## config.mk

```make
export PLATFORM = sky130hd
export DESIGN_NAME = trigger_per_mc
export DESIGN_NICKNAME = d
export VERILOG_FILES = /design/src/rtl/trigger_per_mc.sv
export SDC_FILE = /design/constraint.sdc
export NUM_CORES = 1
export LEC_CHECK = 0
export CAP_MARGIN = 30
export CORE_MARGIN = 1.5
export CORE_UTILIZATION = 35
export DETAILED_ROUTE_END_ITERATION = 8
export SYNTH_ARGS = -nofsm -noshare
export SYNTH_HDL_FRONTEND = slang
export SYNTH_SLANG_ARGS = --single-unit
```

## constraint.sdc

```tcl
create_clock -name aclk -period 3.04 [get_ports aclk]
set_clock_uncertainty 0.05 [all_clocks]
set_input_delay 0.608 -clock aclk [delete_from_list [all_inputs] [get_ports aclk]]
set_output_delay 0.608 -clock aclk [all_outputs]
set_load 0.005 [all_outputs]
```

## src/rtl/trigger_per_mc.sv

```systemverilog
// ============================================================================
//  Module   : trigger_per_mc
//  Purpose  : Multi-channel periodic trigger generator. Each channel has a
//             start delay, high/low phase widths and a burst pulse count
//             (0 = continuous), with a burst-complete flag.
//  Revision : 1.0 - initial release
// ============================================================================
`default_nettype none

module trigger_per_mc #(
  parameter int N_CH = 4,
  parameter int CW   = 16,
  parameter int NW   = 16
) (
  input  logic                 aclk,
  input  logic                 aresetn,
  input  logic [N_CH-1:0]      start,
  output logic [N_CH-1:0]      trigger,
  output logic [N_CH-1:0]      done,
  input  logic [N_CH*CW-1:0]   DELAY_REG,
  input  logic [N_CH*CW-1:0]   WIDTH_HI_REG,
  input  logic [N_CH*CW-1:0]   WIDTH_LO_REG,
  input  logic [N_CH*NW-1:0]   COUNT_REG
);

  // One-hot channel states
  localparam logic [4:0] c_ST_IDLE  = 5'b00001;
  localparam logic [4:0] c_ST_DELAY = 5'b00010;
  localparam logic [4:0] c_ST_HIGH  = 5'b00100;
  localparam logic [4:0] c_ST_LOW   = 5'b01000;
  localparam logic [4:0] c_ST_DONE  = 5'b10000;

  genvar gi;
  generate
    for (gi = 0; gi < N_CH; gi++) begin : g_ch
      logic [4:0]    r_state;
      logic [CW-1:0] r_cnt;
      logic [NW-1:0] r_pulse_cnt;
      logic [CW-1:0] r_delay;
      logic [CW-1:0] r_hi;
      logic [CW-1:0] r_lo;
      logic [NW-1:0] r_count;

      logic [CW-1:0] w_delay_last;
      logic [NW-1:0] w_pulse_next;
      logic          w_last_pulse;

      // DELAY lasts exactly r_delay cycles, so its terminal count is r_delay-1;
      // only used in DELAY, where r_delay is known to be nonzero.
      assign w_delay_last = r_delay - CW'(1);
      assign w_pulse_next = r_pulse_cnt + NW'(1);
      assign w_last_pulse = (r_count != '0) && (w_pulse_next == r_count);

      // Shadow copies follow the register bank only while idle, so writes
      // during a run apply to the next run.
      always_ff @(posedge aclk or negedge aresetn) begin
        if (!aresetn) begin
          r_delay <= '0;
          r_hi    <= '0;
          r_lo    <= '0;
          r_count <= '0;
        end else if (r_state == c_ST_IDLE) begin
          r_delay <= DELAY_REG[gi*CW +: CW];
          r_hi    <= WIDTH_HI_REG[gi*CW +: CW];
          r_lo    <= WIDTH_LO_REG[gi*CW +: CW];
          r_count <= COUNT_REG[gi*NW +: NW];
        end
      end

      // Channel FSM with phase and pulse counters; dropping start aborts
      // from any state, taking priority over terminal counts.
      always_ff @(posedge aclk or negedge aresetn) begin
        if (!aresetn) begin
          r_state     <= c_ST_IDLE;
          r_cnt       <= '0;
          r_pulse_cnt <= '0;
        end else if ((r_state != c_ST_IDLE) && !start[gi]) begin
          r_state     <= c_ST_IDLE;
          r_cnt       <= '0;
          r_pulse_cnt <= '0;
        end else begin
          case (r_state)
            c_ST_IDLE: begin
              r_cnt       <= '0;
              r_pulse_cnt <= '0;
              if (start[gi]) begin
                r_state <= (r_delay != '0) ? c_ST_DELAY : c_ST_HIGH;
              end
            end
            c_ST_DELAY: begin
              if (r_cnt == w_delay_last) begin
                r_cnt   <= '0;
                r_state <= c_ST_HIGH;
              end else begin
                r_cnt <= r_cnt + CW'(1);
              end
            end
            c_ST_HIGH: begin
              if (r_cnt == r_hi) begin
                r_cnt       <= '0;
                r_pulse_cnt <= w_pulse_next;
                // The last pulse of a burst goes straight to DONE.
                r_state     <= w_last_pulse ? c_ST_DONE : c_ST_LOW;
              end else begin
                r_cnt <= r_cnt + CW'(1);
              end
            end
            c_ST_LOW: begin
              if (r_cnt == r_lo) begin
                r_cnt   <= '0;
                r_state <= c_ST_HIGH;
              end else begin
                r_cnt <= r_cnt + CW'(1);
              end
            end
            c_ST_DONE: begin
              r_state <= c_ST_DONE;
            end
            default: begin
              r_state     <= c_ST_IDLE;
              r_cnt       <= '0;
              r_pulse_cnt <= '0;
            end
          endcase
        end
      end

      assign trigger[gi] = (r_state == c_ST_HIGH);
      assign done[gi]    = (r_state == c_ST_DONE);
    end
  endgenerate

endmodule

`default_nettype wire

```

## Word level (Yosys, flattened, before mapping)

Cells that the tools add are included.

- $add $sub $neg: 12
- Muxes and demuxes: 64
- Reduce and logical (&&, ||, !) cells: 32
- Eq/ne operators: 64

Operator list:

| cell | count |
|---|---|
| 16-bit two-way mux | 24 |
| 16-bit equality test | 16 |
| 16-bit case mux with 4 select lines | 4 |
| 16-bit by 1-bit adder with 16-bit output, second input constant | 8 |
| 16-bit case mux with 2 select lines | 4 |
| 16-bit nonzero test | 8 |
| 5-bit two-way mux | 24 |
| 5-bit case mux with 5 select lines | 4 |
| 16-bit by 1-bit subtractor with 16-bit output, second input constant | 4 |
| 3-bit inequality test, second input constant | 8 |
| 5-bit by 1-bit equality test with 1-bit output, second input constant | 4 |
| 5-bit by 2-bit equality test with 1-bit output, second input constant | 4 |
| 5-bit by 3-bit equality test with 1-bit output, second input constant | 4 |
| 5-bit by 4-bit equality test with 1-bit output, second input constant | 4 |
| 5-bit equality test, second input constant | 4 |
| 5-bit by 1-bit inequality test with 1-bit output, second input constant | 4 |
| 2-bit by 1-bit inequality test with 1-bit output, second input constant | 8 |
| 4-bit AND reduction | 4 |
| 3-bit two-way mux | 4 |
| 3-bit by 1-bit inequality test with 1-bit output, second input constant | 4 |
| 3-bit by 2-bit inequality test with 1-bit output, second input constant | 4 |
| 3-bit OR reduction | 4 |
| 1-bit logical AND | 8 |
| 2-bit AND reduction | 4 |
| 1-bit logical NOT | 4 |

- Input bits: 262
- Logic and storage cells: 200
- Register bits after elaboration: 404
- Output and inout port bits: 8

## Logic depth before layout (Yosys ltp)

Gate-level depths: netlist of run 1.

- Depth in word-level cells: 7
- Gate-level depth with buffers: 12
- Mapped depth without buffers: 10

## Worst setup path before layout of run 1

No wires, ideal clock.

- Path type: reg2reg
- Start: register g_ch[0].r_delay[2]
- End: register g_ch[0].r_cnt[10]
- Stages on the path, launching flop included: 12
- Path buffers: 3
- Required time: 2,866 ps
- Slack: -22 ps
- Data arrival time: 2,888 ps
- Setup time: 124 ps
- Period minus slack after synthesis: 3,062 ps
- Cells stage by stage: dfrtp_1 buf_6 or4_1 buf_2 o31ai_2 a21oi_1 a311o_1 a2111o_1 a22oi_4 buf_6 nor3_1 a211o_1

- Longest elaborated chain between the ends: 5

RTL lines:

| element | RTL line | text |
|---|---|---|
| from (decl) | 39 | `logic [CW-1:0] r_delay;` |
| from (signal assigned) | 63 | `r_delay <= DELAY_REG[gi*CW +: CW];` |
| 16-bit by 1-bit subtractor with 16-bit output | 50 | `assign w_delay_last = r_delay - CW'(1);` |
| 16-bit equality test | 91 | `if (r_cnt == w_delay_last) begin` |
| 16-bit two-way mux | 91 |  |
| 16-bit case mux with 4 select lines | 82 | `case (r_state)` |
| 16-bit two-way mux | 77 | `end else if ((r_state != c_ST_IDLE) && !start[gi]) begin` |
| to (signal assigned) | 95 | `r_cnt <= r_cnt + CW'(1);` |
| to (signal assigned) | 105 | `r_cnt <= r_cnt + CW'(1);` |
| to (signal assigned) | 113 | `r_cnt <= r_cnt + CW'(1);` |
| to (decl) | 37 | `logic [CW-1:0] r_cnt;` |

No other way between the ends.
A chain may end at the register's enable or synchronous reset.

## Worst setup path after layout of run 1

- Start: register g_ch[0].r_delay[6]
- End: register g_ch[0].r_cnt[13]

Same word-level chain as after synthesis.

==> Implementation_results.wiki, run 1 <==
{| class="wikitable"
! Metric !! Value
|-
| Placeable core region || 0.06610 mm²
|-
| Endpoint of the lowest-slack register-to-register path || g_ch[0].r_cnt[13]
|-
| Source-to-sink clock delay at the later pin of the worst-skew pair || 0.59 ns
|-
| Routability-driven placement congestion ratio || 0.8871
|-
| Initial Util || 35.54%
|-
| Clock sink count || 404
|-
| Top Ports || 270
|-
| Final hold violation count || 0
|-
| Number of vias after detailed routing || 19,560
|-
| Result of the run || finished clean
|-
| Overflow left after global routing || 0
|-
| Area of all placed cells without fillers || 0.02956 mm²
|-
| CTS tree || built
|-
| Post-Syn Instances || 2,515
|-
| Fin crit period || 2.971 ns
|-
| Lkg Pwr || 12.37 nW
|-
| Antenna viol nets, final || 0
|-
| All-layer global routing usage || 19.14%
|-
| Vias in the first global route || 19,340
|-
| Arrival time of data at the critical path endpoint || 3.38 ns
|-
| Deepest clock path buffer count || 3
|-
| Total internal power || 14.02 mW
|-
| Antenna violations before repair || 8
|-
| Critical path's largest stage delay || 0.57 ns
|-
| Number of buffers created by CTS || 48
|-
| Depth of the most critical reg-to-reg path || 9
|-
| Root cell of the clock tree || sky130_fd_sc_hd__clkbuf_16
|-
| Number of fill cells in the layout || 6,269
|-
| Wire length per cell || 17.90 µm
|-
| Area of the die || 0.06869 mm²
|-
| Final net count || 3,076
|-
| Number of enable-type register cells in the synthesized netlist || 0
|-
| Height of the die || 262.1 µm
|-
| Most common cell after layout, fill and taps aside || sky130_fd_sc_hd__dfrtp_1
|-
| Fmax || 0.3366 GHz
|-
| Yosys cell types || 83
|-
| Routed Wire Length || 66,280 µm
|-
| # Max-Cap Violations || 0
|-
| Largest voltage drop on the vdd net || 0.5971 mV
|-
| First-pass GRT wire length || 105,800 µm
|-
| Primary flip-flop cell chosen by synthesis mapping || sky130_fd_sc_hd__dfrtp_1
|-
| Reg-to-reg slack, setup || 0.07 ns
|-
| Least setup slack across all paths after layout || 0.06901 ns
|-
| Detailed Place HPWL || 49,170 µm
|-
| Kind of start point of the critical path || register
|-
| Final number of setup-violating endpoints || 0
|-
| Pin slew with the least headroom to its limit || 1.022 ns
|-
| Flip-flop and latch count after synthesis || 404
|-
| Fraction of final layout cells with drive strength greater than 1 || 12.34%
|-
| Sequential element share of the synthesized area || 43.05%
|-
| Clk slew on worst S/H paths || 0.06 ns
|-
| Number of detailed-route iterations in the first pass || 5
|-
| Pre-CTS setup slack || -0.03234 ns
|-
| Sw Share || 33.70%
|-
| Part of the total power dissipated in combinational logic || 31.1%
|-
| Post-synthesis net count || 2,792
|-
| Critical path's slowest cell || sky130_fd_sc_hd__or4_4
|-
| Post-Synthesis Cell Area || 0.02349 mm²
|-
| Switching power of the nets || 7.127 mW
|-
| Fraction of power consumed by the clock network || 28.8%
|-
| Critical path cell sequence || or4_4 > o31ai_4 > a21oi_1 > a311o_1 > a2111o_1 > a22oi_4 > buf_12 > nor3_1 > a211o_1
|-
| Critical setup path kind || reg -> reg
|-
| Largest net degree at the start of global routing || 85
|-
| Area delta synth->final || 25.82%
|-
| Remaining routing DRC violations || 0
|-
| Vias per inst || 5.283
|-
| Commonest cells after routing, fill and taps aside || sky130_fd_sc_hd__dfrtp_1, sky130_fd_sc_hd__nand2_1, sky130_fd_sc_hd__clkdlybuf4s50_1, sky130_fd_sc_hd__xnor2_1, sky130_fd_sc_hd__nor2_1
|-
| Power density over cell area || 715.4 mW/mm²
|-
| Setup Total Neg Slack || 0 ns
|-
| Syn_area_per_cell || 9.341 µm²
|-
| Share of total power in sequential cells || 40.1%
|-
| Post-Place Cell Area || 0.02774 mm²
|-
| Hold slack final || 0.03039 ns
|-
| Core Rows || 94
|-
| Max_slew headroom || 31.61%
|-
| Crit-path max FO || 23
|-
| Chip Width || 262.1 µm
|-
| Post-synthesis async set-or-reset flop share || 100.0%
|-
| Max Transition Viols Final || 0
|-
| Starting DRT DRC Count || 1,367
|-
| Start of the worst register-to-register path || g_ch[0].r_delay[6]
|-
| Fin crit share || 97.73%
|-
| Type of the worst min-delay path || in -> async
|-
| Area taken by flip-flops and latches || 0.01012 mm²
|-
| IO buf count || 269
|-
| Multi-input gate area in the final layout || 0.01271 mm²
|-
| Synth Warn # || 0
|-
| Deepest level of the CTS H-tree || 2
|-
| Unrepaired setup endpoints after global routing || yes
|-
| Endpoint kind of the worst setup timing path || register
|-
| Required time of the worst setup path || 3.45 ns
|}
-- worst max-delay path by stage --
stage                            start                end  slack [ns]
finish              g_ch[0].r_delay[6]  g_ch[0].r_cnt[13]        0.07
CTS                 g_ch[1].r_state[1]            done[1]        0.01
detailed placement  g_ch[2].r_delay[2]  g_ch[2].r_cnt[15]       -0.03
global placement    g_ch[0].r_delay[2]  g_ch[0].r_cnt[11]       -0.04
global route        g_ch[0].r_delay[2]  g_ch[0].r_cnt[13]       -0.01
floorplan           g_ch[0].r_delay[2]  g_ch[0].r_cnt[10]        0.01
-- per-stage QoR --
| stage | util, % | instances | total power, mW |
|---|---|---|---|
| 2_1_floorplan | - | 2515 | 12.90 |
| 3_3_place_gp | 41.94 | 3607 | 14.90 |
| 3_5_place_dp | 41.96 | 3609 | 15.09 |
| 4_1_cts | 44.53 | 3697 | 21.33 |
| 5_1_grt | 44.72 | 3701 | 22.52 |
| 6_report | 44.72 | 3702 | 21.15 |
-- kinds of logic (layout without fill, tap and decap cells) --
logic type      count (synthesis)  in the layout  share of synthesized area [%]
simple gates                  994            994                          20.81
flops                         404            404                          43.05
compound gates                392            392                          11.22
xor+xnor                      305            305                          11.37
buf+inv                       210            532                          3.456
mux                           195            195                          9.293
fa+ha+maj                      15             15                         0.7988
other cells                     0              1                              0
-- repair_timing --
item | in CTS | in global routing
endpoints found under the setup margin | 14 | 29
pin swaps | 0 | 4
buffers inserted | 0 | 3
gates resized for setup | 4 | 20
hold buffers | 0 | 0
-- sequential cells by signal, indices dropped and copies added (netlist names) --
name              count
g_ch.r_cnt           64
g_ch.r_count         64
g_ch.r_delay         64
g_ch.r_hi            64
g_ch.r_lo            64
g_ch.r_pulse_cnt     64
g_ch.r_state         20
-- worst max-delay path, delay by kind of cell, from the launching register on --
family | cells | cell delay (ns)
buffers and inverters | 1 | 0.18
flip-flops | 1 | 0.37
AO/OA/AOI/OAI | 6 | 1.63
AND/OR/NAND/NOR | 2 | 0.63
-- synthesized netlist by cell type, types with 60 or more instances --
| cell | instances | share of area, % |
|---|---|---|
| sky130_fd_sc_hd__clkbuf_1 | 154 | 2.5 |
| sky130_fd_sc_hd__nor4_1 | 67 | 1.8 |
| sky130_fd_sc_hd__o21ai_0 | 60 | 1.3 |
| sky130_fd_sc_hd__mux2_1 | 101 | 4.8 |
| sky130_fd_sc_hd__nand2_1 | 392 | 6.3 |
| sky130_fd_sc_hd__xnor2_1 | 178 | 6.6 |
| sky130_fd_sc_hd__mux2_2 | 84 | 4.0 |
| sky130_fd_sc_hd__o21ai_1 | 67 | 1.4 |
| sky130_fd_sc_hd__nor2_1 | 146 | 2.3 |
| sky130_fd_sc_hd__nand3_1 | 65 | 1.4 |
| sky130_fd_sc_hd__dfrtp_1 | 400 | 43 |
| sky130_fd_sc_hd__xor2_1 | 127 | 4.7 |
-- per-layer routing --
| metal | wire length [µm] | share of wire [%] | track usage, % |
|---|---|---|---|
| met5 | 99 | 0.15 | 0 |
| met3 | 3874 | 5.8 | 4.003 |
| met4 | 1148 | 1.7 | 4.429 |
| met2 | 30560 | 46 | 30.59 |
| met1 | 30590 | 46 | 26.51 |
-- final cells by class --
class	count	share of cell area [%]
diodes	1	0.008465
inverters	40	0.5079
well taps	864	3.657
clock inverters	19	0.8423
repair buffers	404	12.93
multi-input cells	1901	42.98
clock buffers	69	4.846
flip-flops and latches	404	34.22
-- power by group through the flow --
| stage | clock network, mW | registers [mW] | logic (mW) |
|---|---|---|---|
| after detailed placement | 0 | 8.56 | 6.53 |
| after global placement | 0 | 8.50 | 6.40 |
| after floorplan | 0 | 7.95 | 4.95 |
| after CTS | 6.27 | 8.48 | 6.58 |
| final | 6.08 | 8.49 | 6.58 |
| after global routing | 6.50 | 8.72 | 7.29 |
Power figures use the tool's default switching activity.
==> run 2: changes to the inputs <==
--- a/config.mk
+++ b/config.mk
@@ -9,6 +9,7 @@
 export CORE_MARGIN = 1.5
 export CORE_UTILIZATION = 35
 export DETAILED_ROUTE_END_ITERATION = 8
+export RECOVER_POWER = 25
 export SYNTH_ARGS = -nofsm -noshare
 export SYNTH_HDL_FRONTEND = slang
 export SYNTH_SLANG_ARGS = --single-unit
==> Implementation_results.wiki, run 2 (synthesized netlist as in run 1, its figures left out) <==
{| class="wikitable"
! Metric !! Value
|-
| Max Transition Viols Final || 79
|-
| Top Ports || 270
|-
| Switching power of the nets || 7.128 mW
|-
| Met2 wire length || 30,560 µm
|-
| Fraction of final layout cells with drive strength greater than 1 || 12.27%
|-
| Number of buffers created by CTS || 48
|-
| Final number of setup-violating endpoints || 0
|-
| Fin crit share || 97.90%
|-
| Deepest clock path buffer count || 3
|-
| Met1 Wirelength || 30,730 µm
|-
| Least setup slack across all paths after layout || 0.06394 ns
|-
| Critical path's slowest cell || sky130_fd_sc_hd__a2111oi_1
|-
| Starting DRT DRC Count || 1,347
|-
| Lkg Pwr || 12.35 nW
|-
| Number of vias after detailed routing || 19,590
|-
| Share of total power in sequential cells || 40.1%
|-
| Most common cell after layout, fill and taps aside || sky130_fd_sc_hd__dfrtp_1
|-
| Height of the die || 262.1 µm
|-
| Fraction of power consumed by the clock network || 28.8%
|-
| # Max-Cap Violations || 1
|-
| Routability-driven placement congestion ratio || 0.8871
|-
| Uppermost layer routed || met5
|-
| Detailed Place HPWL || 49,170 µm
|-
| Power density over cell area || 716.0 mW/mm²
|-
| Largest net degree at the start of global routing || 85
|-
| Final hold violation count || 0
|-
| Kind of start point of the critical path || register
|-
| IO buf count || 269
|-
| Critical setup path kind || reg -> reg
|-
| Overflow left after global routing || 0
|-
| All-layer global routing usage || 19.14%
|-
| Most Frequent Cell on Critical Path || sky130_fd_sc_hd__nand4_1
|-
| Fmax || 0.3360 GHz
|-
| First-pass GRT wire length || 105,800 µm
|-
| Vias in the first global route || 19,340
|-
| Clk slew on worst S/H paths || 0.06 ns
|-
| Antenna viol nets, final || 0
|-
| Max_slew headroom || -75.71%
|-
| Chip Width || 262.1 µm
|-
| Routed Wire Length || 66,370 µm
|-
| Vias per inst || 5.291
|-
| Unrepaired setup endpoints after global routing || yes
|-
| Crit path buf inv count || 1
|-
| Largest voltage drop on the vdd net || 0.5954 mV
|-
| Required time of the worst setup path || 3.45 ns
|-
| Pre-CTS setup slack || -0.03234 ns
|-
| Critical path cell sequence || ha_1 > and4_1 > nand4_1 > xnor2_1 > a2111oi_1 > nand4_1 > nor4_2 > buf_4 > o21a_1 > nor2_1
|-
| Commonest cells after routing, fill and taps aside || sky130_fd_sc_hd__dfrtp_1, sky130_fd_sc_hd__nand2_1, sky130_fd_sc_hd__clkdlybuf4s50_1, sky130_fd_sc_hd__xnor2_1, sky130_fd_sc_hd__nor2_1
|-
| Total internal power || 14.02 mW
|-
| Crit-path max FO || 7
|-
| Sw Share || 33.71%
|-
| Wire length per cell || 17.93 µm
|-
| Number of hold buffers added after CTS || 0
|-
| Total design power || 21.15 mW
|-
| Area of the die || 0.06869 mm²
|-
| Arrival time of data at the critical path endpoint || 3.39 ns
|-
| Initial Util || 35.54%
|-
| Source-to-sink clock delay at the later pin of the worst-skew pair || 0.59 ns
|-
| Endpoint kind of the worst setup timing path || register
|-
| Area delta synth->final || 25.71%
|-
| Result of the run || complete, but fails checks
|-
| Fin crit period || 2.976 ns
|-
| Pin slew with the least headroom to its limit || 2.636 ns
|-
| Core Rows || 94
|-
| Part of the total power dissipated in combinational logic || 31.1%
|-
| CTS tree || built
|-
| Remaining routing DRC violations || 0
|-
| Critical path's largest stage delay || 0.49 ns
|-
| Placeable core region || 0.06610 mm²
|-
| Met3 routed wirelength || 3842 µm
|-
| Clock sink count || 404
|-
| Antenna violations before repair || 8
|-
| Failing checks || max-capacitance violations, max-slew violations
|-
| Deepest level of the CTS H-tree || 2
|-
| Number of detailed-route iterations in the first pass || 5
|-
| Type of the worst min-delay path || reg -> reg
|-
| Kind of cell with the highest combined delay on the critical path || simple AND/OR/NAND/NOR gates
|-
| Root cell of the clock tree || sky130_fd_sc_hd__clkbuf_16
|-
| Final net count || 3,076
|}
==> run 2: cell types whose count changed in the layout (fill, tap and decap cells not counted), sizes merged <==
cell and change:
clkbuf +7, buf -7
==> run 2: worst register-to-register path: stages, from the launching register on <==
cell and delay, ns:
sky130_fd_sc_hd__dfrtp_1 0.45, sky130_fd_sc_hd__ha_1 0.32, sky130_fd_sc_hd__and4_1 0.30, sky130_fd_sc_hd__nand4_1 0.20, sky130_fd_sc_hd__xnor2_1 0.19, sky130_fd_sc_hd__a2111oi_1 0.49
sky130_fd_sc_hd__nand4_1 0.23, sky130_fd_sc_hd__nor4_2 0.32, sky130_fd_sc_hd__buf_4 0.17, sky130_fd_sc_hd__o21a_1 0.10, sky130_fd_sc_hd__nor2_1 0.03
==> run 2: through the flow <==
step	util (%)	cell area, µm²	hold WS [ns]	setup TNS [ns]	std cells
2_1_floorplan	-	23510	0.2624	0	2515
3_3_place_gp	41.94	27720	0.4344	-0.1744	3607
3_5_place_dp	41.96	27740	0.4349	-0.2012	3609
4_1_cts	44.53	29430	0.02870	0	3697
5_1_grt	44.68	29530	0.4651	-0.02963	3701
6_report	44.68	29530	0.4456	0	3702
==> run 2: what timing repair did <==
item                                    CTS  global route
resized for setup                         4            20
buffers inserted                          0             3
endpoints found under the setup margin   14            29
hold endpoints to repair                  0             0
pin swaps                                 0             4
cloned                                    0             0
==> run 2: power groups by stage <==
stage / combinational [mW] / clock, mW / sequential (mW)
floorplan: 4.95 / 0 / 7.95
global route: 7.29 / 6.50 / 8.72
detailed placement: 6.53 / 0 / 8.56
CTS: 6.58 / 6.27 / 8.48
global placement: 6.40 / 0 / 8.50
finish: 6.57 / 6.08 / 8.49
==> run 2: path summary, 6_finish.rpt <==
check | start | end | slack, ns | cells past startpoint
min reg2reg | g_ch[1].r_lo[8] | g_ch[1].r_lo[8] | 0.45 | 2
min | g_ch[1].r_lo[8] | g_ch[1].r_lo[8] | 0.45 | 2
min in group asynchronous | aresetn | g_ch[1].r_pulse_cnt[0] | 0.81 | 1
max in group asynchronous | aresetn | g_ch[0].r_delay[1] | 0.42 | 1
max | g_ch[2].r_pulse_cnt[0] | g_ch[2].r_state[3] | 0.06 | 10
max reg2reg | g_ch[2].r_pulse_cnt[0] | g_ch[2].r_state[3] | 0.06 | 10
==> run 2: layout make-up <==
class                   count  area, µm²
diodes                      1      2.502
clock buffers              69       1433
clock inverters            19      249.0
fillers                  6274      36570
inverters                  40      150.1
multi-input cells        1901      12710
flip-flops and latches    404      10120
well taps                 864       1081
repair buffers            404       3796
==> run 2: per-layer routing <==
metal	GRT usage (%)	vias up
met4	4.429	16
met5	0	-
met2	30.59	458
met3	4.003	84
met1	26.51	9626
li1	-	9402
